<file path="src/rtl/amplitude_ram_arbiter_if.sv">
// amplitude_ram_arbiter_if
//   Bundles the requester handshakes, requester RAM traffic and the shared
//   RAM port of the amplitude RAM arbiter.
//   Parameters: num_qubit (address width), complex_bit (half word width).
//   Modports:
//     slave  - arbiter side: takes req/release/traffic, drives grants, ram_*,
//              read_valid_*, ram_amplitude_busy, illegal_access.
//     master - requester/RAM side: the mirror image.
interface amplitude_ram_arbiter_if #(
   parameter int num_qubit   = 4,
   parameter int complex_bit = 24
);
   logic                       req_stab;
   logic                       release_stab;
   logic                       grant_stab;
   logic                       req_nonstab;
   logic                       release_nonstab;
   logic                       grant_nonstab;

   logic                       stab_read_en;
   logic [num_qubit-1:0]       stab_read_address;
   logic                       stab_write_en;
   logic [num_qubit-1:0]       stab_write_address;
   logic [2*complex_bit-1:0]   stab_write_data;

   logic                       nonstab_read_en;
   logic [num_qubit-1:0]       nonstab_read_address;
   logic                       nonstab_write_en;
   logic [num_qubit-1:0]       nonstab_write_address;
   logic [2*complex_bit-1:0]   nonstab_write_data;

   logic                       ram_read_en;
   logic [num_qubit-1:0]       ram_read_address;
   logic                       ram_write_en;
   logic [num_qubit-1:0]       ram_write_address;
   logic [2*complex_bit-1:0]   ram_write_data;

   logic                       read_valid_stab;
   logic                       read_valid_nonstab;
   logic                       ram_amplitude_busy;
   logic                       illegal_access;

   modport slave (
      input  req_stab, release_stab, req_nonstab, release_nonstab,
      input  stab_read_en, stab_read_address, stab_write_en,
             stab_write_address, stab_write_data,
      input  nonstab_read_en, nonstab_read_address, nonstab_write_en,
             nonstab_write_address, nonstab_write_data,
      output grant_stab, grant_nonstab,
      output ram_read_en, ram_read_address, ram_write_en,
             ram_write_address, ram_write_data,
      output read_valid_stab, read_valid_nonstab, ram_amplitude_busy,
             illegal_access
   );

   modport master (
      output req_stab, release_stab, req_nonstab, release_nonstab,
      output stab_read_en, stab_read_address, stab_write_en,
             stab_write_address, stab_write_data,
      output nonstab_read_en, nonstab_read_address, nonstab_write_en,
             nonstab_write_address, nonstab_write_data,
      input  grant_stab, grant_nonstab,
      input  ram_read_en, ram_read_address, ram_write_en,
             ram_write_address, ram_write_data,
      input  read_valid_stab, read_valid_nonstab, ram_amplitude_busy,
             illegal_access
   );
endinterface

</file>
<file path="src/rtl/amplitude_ram_arbiter.sv">
// amplitude_ram_arbiter
//   Grants exclusive burst ownership of the amplitude RAM to either the
//   stabilizer alpha stage (stab) or the nonstabilizer path (nonstab),
//   forwards only the owner's read/write traffic, tags read data back to the
//   owner one cycle after issue, and reports ram_amplitude_busy.
//   Ports:
//     clk  - single clock
//     rst  - asynchronous active-high reset
//     bus  - amplitude_ram_arbiter_if.slave (handshakes, traffic, RAM port)
//   Optional: define AMP_ARB_PROTECT_EN to make illegal_access a sticky flag
//   for non-owner accesses; otherwise illegal_access is tied to 0.
module amplitude_ram_arbiter #(
   parameter int num_qubit   = 4,
   parameter int complex_bit = 24
) (
   input  logic                       clk,
   input  logic                       rst,
   amplitude_ram_arbiter_if.slave     bus
);

   typedef enum logic [1:0] {IDLE, OWN_S, OWN_N, DRAIN} state_t;

   state_t state;
   logic   last_nonstab;   // 1: nonstab owned most recently (tie goes to stab)
   logic   read_valid_stab_q;
   logic   read_valid_nonstab_q;

   always_ff @(posedge clk or posedge rst) begin
      if (rst) begin
         state                <= IDLE;
         last_nonstab         <= 1'b1;
         read_valid_stab_q    <= 1'b0;
         read_valid_nonstab_q <= 1'b0;
      end else begin
         read_valid_stab_q    <= bus.ram_read_en && (state == OWN_S);
         read_valid_nonstab_q <= bus.ram_read_en && (state == OWN_N);
         case (state)
            IDLE: begin
               if (bus.req_stab && (!bus.req_nonstab || last_nonstab))
                  state <= OWN_S;
               else if (bus.req_nonstab)
                  state <= OWN_N;
            end
            OWN_S: begin
               if (bus.release_stab) begin
                  state        <= DRAIN;
                  last_nonstab <= 1'b0;
               end
            end
            OWN_N: begin
               if (bus.release_nonstab) begin
                  state        <= DRAIN;
                  last_nonstab <= 1'b1;
               end
            end
            default: state <= IDLE;
         endcase
      end
   end

   assign bus.grant_stab         = (state == OWN_S);
   assign bus.grant_nonstab      = (state == OWN_N);
   assign bus.ram_amplitude_busy = (state != IDLE);
   assign bus.read_valid_stab    = read_valid_stab_q;
   assign bus.read_valid_nonstab = read_valid_nonstab_q;

   always_comb begin
      bus.ram_read_en       = 1'b0;
      bus.ram_read_address  = '0;
      bus.ram_write_en      = 1'b0;
      bus.ram_write_address = '0;
      bus.ram_write_data    = '0;
      case (state)
         OWN_S: begin
            bus.ram_read_en       = bus.stab_read_en;
            bus.ram_read_address  = bus.stab_read_address;
            bus.ram_write_en      = bus.stab_write_en;
            bus.ram_write_address = bus.stab_write_address;
            bus.ram_write_data    = bus.stab_write_data;
         end
         OWN_N: begin
            bus.ram_read_en       = bus.nonstab_read_en;
            bus.ram_read_address  = bus.nonstab_read_address;
            bus.ram_write_en      = bus.nonstab_write_en;
            bus.ram_write_address = bus.nonstab_write_address;
            bus.ram_write_data    = bus.nonstab_write_data;
         end
         default: ;
      endcase
   end

`ifdef AMP_ARB_PROTECT_EN
   logic illegal_q;
   logic stab_violation;
   logic nonstab_violation;

   assign stab_violation    = (bus.stab_read_en || bus.stab_write_en) && (state != OWN_S);
   assign nonstab_violation = (bus.nonstab_read_en || bus.nonstab_write_en) && (state != OWN_N);

   always_ff @(posedge clk or posedge rst) begin
      if (rst)
         illegal_q <= 1'b0;
      else if (stab_violation || nonstab_violation)
         illegal_q <= 1'b1;
   end

   assign bus.illegal_access = illegal_q;
`else
   assign bus.illegal_access = 1'b0;
`endif

endmodule

</file>
<file path="src/flat_wrapper.sv">
// flat-port wrapper written by rule: the top's interface ports become plain ports
module amplitude_ram_arbiter_flat 
#(
   parameter int num_qubit   = 4,
   parameter int complex_bit = 24
)
  (clk, rst, bus_req_stab, bus_release_stab, bus_req_nonstab, bus_release_nonstab, bus_stab_read_en, bus_stab_read_address, bus_stab_write_en, bus_stab_write_address, bus_stab_write_data, bus_nonstab_read_en, bus_nonstab_read_address, bus_nonstab_write_en, bus_nonstab_write_address, bus_nonstab_write_data, bus_grant_stab, bus_grant_nonstab, bus_ram_read_en, bus_ram_read_address, bus_ram_write_en, bus_ram_write_address, bus_ram_write_data, bus_read_valid_stab, bus_read_valid_nonstab, bus_ram_amplitude_busy, bus_illegal_access);
  amplitude_ram_arbiter_if #(.num_qubit(num_qubit), .complex_bit(complex_bit)) bus_i ();
  input  logic clk;
  input  logic rst;
  input wire logic [$bits(bus_i.req_stab)-1:0] bus_req_stab;
  input wire logic [$bits(bus_i.release_stab)-1:0] bus_release_stab;
  input wire logic [$bits(bus_i.req_nonstab)-1:0] bus_req_nonstab;
  input wire logic [$bits(bus_i.release_nonstab)-1:0] bus_release_nonstab;
  input wire logic [$bits(bus_i.stab_read_en)-1:0] bus_stab_read_en;
  input wire logic [$bits(bus_i.stab_read_address)-1:0] bus_stab_read_address;
  input wire logic [$bits(bus_i.stab_write_en)-1:0] bus_stab_write_en;
  input wire logic [$bits(bus_i.stab_write_address)-1:0] bus_stab_write_address;
  input wire logic [$bits(bus_i.stab_write_data)-1:0] bus_stab_write_data;
  input wire logic [$bits(bus_i.nonstab_read_en)-1:0] bus_nonstab_read_en;
  input wire logic [$bits(bus_i.nonstab_read_address)-1:0] bus_nonstab_read_address;
  input wire logic [$bits(bus_i.nonstab_write_en)-1:0] bus_nonstab_write_en;
  input wire logic [$bits(bus_i.nonstab_write_address)-1:0] bus_nonstab_write_address;
  input wire logic [$bits(bus_i.nonstab_write_data)-1:0] bus_nonstab_write_data;
  output wire logic [$bits(bus_i.grant_stab)-1:0] bus_grant_stab;
  output wire logic [$bits(bus_i.grant_nonstab)-1:0] bus_grant_nonstab;
  output wire logic [$bits(bus_i.ram_read_en)-1:0] bus_ram_read_en;
  output wire logic [$bits(bus_i.ram_read_address)-1:0] bus_ram_read_address;
  output wire logic [$bits(bus_i.ram_write_en)-1:0] bus_ram_write_en;
  output wire logic [$bits(bus_i.ram_write_address)-1:0] bus_ram_write_address;
  output wire logic [$bits(bus_i.ram_write_data)-1:0] bus_ram_write_data;
  output wire logic [$bits(bus_i.read_valid_stab)-1:0] bus_read_valid_stab;
  output wire logic [$bits(bus_i.read_valid_nonstab)-1:0] bus_read_valid_nonstab;
  output wire logic [$bits(bus_i.ram_amplitude_busy)-1:0] bus_ram_amplitude_busy;
  output wire logic [$bits(bus_i.illegal_access)-1:0] bus_illegal_access;
  assign bus_i.req_stab = bus_req_stab;
  assign bus_i.release_stab = bus_release_stab;
  assign bus_i.req_nonstab = bus_req_nonstab;
  assign bus_i.release_nonstab = bus_release_nonstab;
  assign bus_i.stab_read_en = bus_stab_read_en;
  assign bus_i.stab_read_address = bus_stab_read_address;
  assign bus_i.stab_write_en = bus_stab_write_en;
  assign bus_i.stab_write_address = bus_stab_write_address;
  assign bus_i.stab_write_data = bus_stab_write_data;
  assign bus_i.nonstab_read_en = bus_nonstab_read_en;
  assign bus_i.nonstab_read_address = bus_nonstab_read_address;
  assign bus_i.nonstab_write_en = bus_nonstab_write_en;
  assign bus_i.nonstab_write_address = bus_nonstab_write_address;
  assign bus_i.nonstab_write_data = bus_nonstab_write_data;
  assign bus_grant_stab = bus_i.grant_stab;
  assign bus_grant_nonstab = bus_i.grant_nonstab;
  assign bus_ram_read_en = bus_i.ram_read_en;
  assign bus_ram_read_address = bus_i.ram_read_address;
  assign bus_ram_write_en = bus_i.ram_write_en;
  assign bus_ram_write_address = bus_i.ram_write_address;
  assign bus_ram_write_data = bus_i.ram_write_data;
  assign bus_read_valid_stab = bus_i.read_valid_stab;
  assign bus_read_valid_nonstab = bus_i.read_valid_nonstab;
  assign bus_ram_amplitude_busy = bus_i.ram_amplitude_busy;
  assign bus_illegal_access = bus_i.illegal_access;
  amplitude_ram_arbiter #(.num_qubit(num_qubit), .complex_bit(complex_bit)) u_core (.clk(clk), .rst(rst), .bus(bus_i));
endmodule
</file>
<file path="config.mk">
export PLATFORM = sky130hd
export DESIGN_NAME = amplitude_ram_arbiter_flat
export DESIGN_NICKNAME = d
export VERILOG_FILES = /design/src/rtl/amplitude_ram_arbiter_if.sv /design/src/rtl/amplitude_ram_arbiter.sv /design/src/flat_wrapper.sv
export SDC_FILE = /design/constraint.sdc
export NUM_CORES = 1
export LEC_CHECK = 0
export BUFFER_PORTS_ARGS = -buffer_cell sky130_fd_sc_hd__buf_2
export CORE_AREA = 3 3 71 73
export CTS_BUF_LIST = sky130_fd_sc_hd__clkbuf_4
export DETAILED_ROUTE_END_ITERATION = 8
export DIE_AREA = 0 0 74 76
export PLACE_DENSITY = 0.84
export SETUP_SLACK_MARGIN = 0.1
export SYNTH_ARGS = -nofsm -noshare
export SYNTH_HDL_FRONTEND = slang
export SYNTH_SLANG_ARGS = --single-unit
</file>
<file path="constraint.sdc">
create_clock -name clk -period 3.8 [get_ports clk]
set_clock_uncertainty 0.05 [all_clocks]
set_input_delay 0.57 -clock clk [delete_from_list [all_inputs] [get_ports clk]]
set_output_delay 0.57 -clock clk [all_outputs]
set_load 0.01 [all_outputs]
</file>
# After elaboration in Yosys (flattened, before gate mapping)
# Cells that the tools add are included.
# W data, S select, Z words.
# op_classes
eq_ne	5
muxes	13
n_reduce_logical	10
# op_table
cell	n
$pmux W48 S2	1
$pmux W4 S2	2
$mux W2	4
$pmux W1 S2	3
$pmux W2 S3	1
$reduce_and A3 Y1	2
$ne A2 B2 Y1 const B	2
$reduce_bool A2 Y1	2
$logic_and A1 B1 Y1	3
$ne A3 B2 Y1 const B	1
$eq A2 B1 Y1 const B	1
$eq A2 B2 Y1 const B	1
$logic_not A2 Y1	1
$mux W1	2
$logic_not A1 Y1	1
$logic_or A1 B1 Y1	1
# totals
regBits	5
elab_cells	32

# Longest topological paths before layout
# logic_depth
ltp_word	5
depth_mapped	7
ltp_nobuf	6

# Worst setup path before layout
# OpenSTA, ideal clock, no wires.
# synth_timing
path_type	reg2out
startpoint	register u_core.state[0]
endpoint	output bus_ram_write_data[10]
arrival_time_ns	1.389
required_time_ns	3.180
setup_slack_ns	1.791
stages_incl_launch_ff	7
n_path_buf	2
cell_sequence	dfrtp_1 -> inv_1 -> ha_1 -> buf_4 -> buf_2 -> a22oi_1 -> nor2b_1
# synth_between
elab_chain_cells	2
# synth_rtl
element	line	text
start, declared	amplitude_ram_arbiter.sv:23	state_t state;
start signal, assigned	amplitude_ram_arbiter.sv:30	state <= IDLE;
start signal, assigned	amplitude_ram_arbiter.sv:40	state <= OWN_S;
start signal, assigned	amplitude_ram_arbiter.sv:42	state <= OWN_N;
$eq A2 B2 Y1	-	
via bus_grant_nonstab	flat_wrapper.sv:26	output wire logic [$bits(bus_i.grant_nonstab)-1:0] bus_grant_nonstab;
$pmux W48 S2	amplitude_ram_arbiter.sv:73	case (state)
end, declared	flat_wrapper.sv:31	output wire logic [$bits(bus_i.ram_write_data)-1:0] bus_ram_write_data;
# The timed path passes the listed nets, and every way through them passes these cells.

# Worst setup path after layout
# layout_timing
startpoint	register u_core.state[0]
endpoint	output bus_ram_write_data[38]
# layout_between
elab_chain_cells	2
# layout_rtl
element	line
$eq A2 B2 Y1 / $eq A2 B1 Y1 (equally long branches)	amplitude_ram_arbiter.sv:73
$pmux W48 S2 (*)	amplitude_ram_arbiter.sv:73
# Every way passes the cells marked *; elsewhere a longest branch is shown, timed or not.

==> metrics.yaml <==
maxCapViolCount: 0
cts_tree: "built"
stdcell_count: 391
hold_viol: 0
cp_slowest_cell: "ha_1"
reg2reg_to: "u_core.last_nonstab"
cts_made_buffers: 3
start_util: 0.2781
die_h_um: 76
gp_congestion: 0.7719
h-tree-depth: 1
die_area_um2: 5624
rrSetupSlack_ps: 1710
rsz0062_at_grt: "no"
max_freq_ghz: 0.3508
drive_gt1_frac: 0.5782
r2r_cells: 6
placed_area_um2: 2127
grtUsageTotal: 0.1729
power.leakage_uw: 0.001194
slew_viol_final: 0
status: "complete, no violations"
layout.nets: 467
wirelength_um: 5518
core_area_um2: 4414
grt_overflow_total: 0
rr_startpoint: "u_core.state[1]"
grt_pass1_vias: 1724
viasPerCell: 4.893
critical_path_class: "reg -> out"
fin_crit_ps: 2850
crit_path_end_kind: "output port"
cp_top_family: "adder cells"
cts-root-buf: "clkbuf_4"
grt_max_degree: 48
worstSetupStartpoint: "u_core.state[0]"
path_max_fanout: 31
detail_route.iter0.violations: 113
place_hpwl_um: 4456
vias: 1913
pin_count: 186
grt_pass1_wl_um: 7948
cp_data_required_time_ps: 3180
syn-cell-area_um2: 1227
ys_types: 22
crit_buf_inv: 3
cts_buffer_depth: 2
finalCritPeriodShare: 0.7501
cts_resized: 0
ctsHoldBuffers: 0
slew_headroom: 0.4153
drtPass1Iterations: 4
powerDensity_nw_per_um2: 770.9
start_kind: "register"
io_buffers: 184
cp_cell_sequence: "inv_1 -> ha_1 -> buf_4 -> nor2b_1 -> buf_2"
clk_pin_slew_ps: 40
hold_class: "in -> async"
rows: 24
area_delta_synth_final_pct: 75.74
antenna_found_initial: 3
remaining_drc_errors: 0
clock_latency_ps: 250
worst_pin_slew_ps: 877.1
syn-num-nets: 295
fin_area_um2: 2157
max_stage_delay_ps: 770
synth-seq-cells: 5
synth_cells: 168
diodes: 0
setup_viol: 0
seq_area_frac_synth: 0.1030
ant_nets: 0
ir_drop_v: 0.0006496
holdWs_ps: 162.8
die_width_um: 74
cts_setup_buffers: 0
cts.sinks: 5
tns_ps: 0
worst_ep_arrival_time_ps: 2230
yosysWarnings: 0
wire_per_inst_um: 14.11
dp.cells: 387
syn_avg_cell_area_um2: 7.306
-- worst register-to-register path, cell delays in order, from the launching register on --
cell     delay, ps
dfrtp_1        420
inv_1          100
ha_2           760
inv_2          100
o22ai_1        210
a21oi_1         80
mux2_4         300
-- power breakdown --
group | leakage [uW] | switching [uW] | internal (uW)
sequential | 0.0000623 | 16.8 | 77.0
combinational | 0.00111 | 803 | 697
clock | 0.0000184 | 22.4 | 46.9
total | 0.00119 | 842 | 821
-- registers in the layout, summed over array words and instances, names as in the netlist --
name,flops
u_core.bus.read_valid_stab,1
u_core.last_nonstab,1
u_core.bus.read_valid_nonstab,1
u_core.state,2
-- cell type report --
class                   instances  area, um2
flip-flops and latches          5      126.4
clock buffers                   4      30.03
inverters                       6      22.52
well taps                      52      65.06
fillers                       433       2257
repair buffers                187      943.4
multi-input cells             137      969.7
-- layout by cell type, fill, tap and decap left out --
master,synthesis,layout
a31oi_1,1,1
inv_2,1,1
buf_4,8,3
o221ai_1,1,1
nor2_1,1,1
ha_1,5,3
nand2b_1,1,1
buf_2,7,184
inv_1,5,5
and2_1,2,2
o31ai_1,2,2
dfstp_2,1,1
ha_2,0,2
or3b_1,1,1
nand2_1,2,2
a21oi_1,2,2
mux2_4,1,1
dfrtp_1,4,4
conb_1,1,1
a22oi_1,58,58
o22ai_1,1,1
nor2b_1,58,58
clkbuf_4,0,4
-- routing by layer --
metal | wire length, um | up-vias | track usage | share of wire
li1 | - | 952 | - | -
met1 | 1877 | 845 | 0.1822 | 0.34
met2 | 2858 | 89 | 0.3103 | 0.52
met3 | 595 | 21 | 0.05013 | 0.11
met4 | 144 | 6 | 0.07065 | 0.026
met5 | 41 | - | 0 | 0.0074
-- synthesized netlist by cell type, drive strengths merged --
cell | number | area, um2
o22ai | 1 | 6.260
conb | 1 | 3.750
nand2b | 1 | 6.260
nor2b | 58 | 362.9
buf | 15 | 95.09
dfstp | 1 | 26.28
nor2 | 1 | 3.750
clkbuf | 5 | 18.77
a22oi | 58 | 435.4
a21oi | 2 | 10.01
and2 | 2 | 12.51
mux2 | 1 | 15.01
ha | 5 | 62.56
o31ai | 2 | 15.01
or3b | 1 | 8.760
nand2 | 2 | 7.510
inv | 6 | 22.52
dfrtp | 4 | 100.1
o221ai | 1 | 8.760
a31oi | 1 | 6.260
-- stage by stage --
step | utilization | worst slack (ps) | total power [uW]
floorplan | - | 1791 | 1160
finish | 0.4887 | 949.7 | 1663
global placement | 0.4819 | 1259 | 1566
detailed placement | 0.4819 | 1205 | 1602
CTS | 0.4887 | 915.2 | 1683
global route | 0.4887 | 750.5 | 1823
-- kinds of logic after synthesis --
group,share of synthesized area
and+or+nand+nor,0.3272
muxes,0.01223
other,0.003055
DFF,0.1030
adders and majority gates,0.05097
buffers and inverters,0.1111
AOI/OAI and AO/OA,0.3925
-- how the worst max path moves through the flow --
stage          slack [ps]                      to  cells after the start
3_5_place_dp         1200  bus_ram_write_data[16]                      6
4_1_cts               920   bus_ram_write_data[3]                      5
2_1_floorplan        1790  bus_ram_write_data[10]                      6
6_report              950  bus_ram_write_data[38]                      5
3_3_place_gp         1260   bus_ram_write_data[3]                      5
5_1_grt               750  bus_ram_write_data[38]                      5
Note: power is estimated with default switching activity, not from simulation.
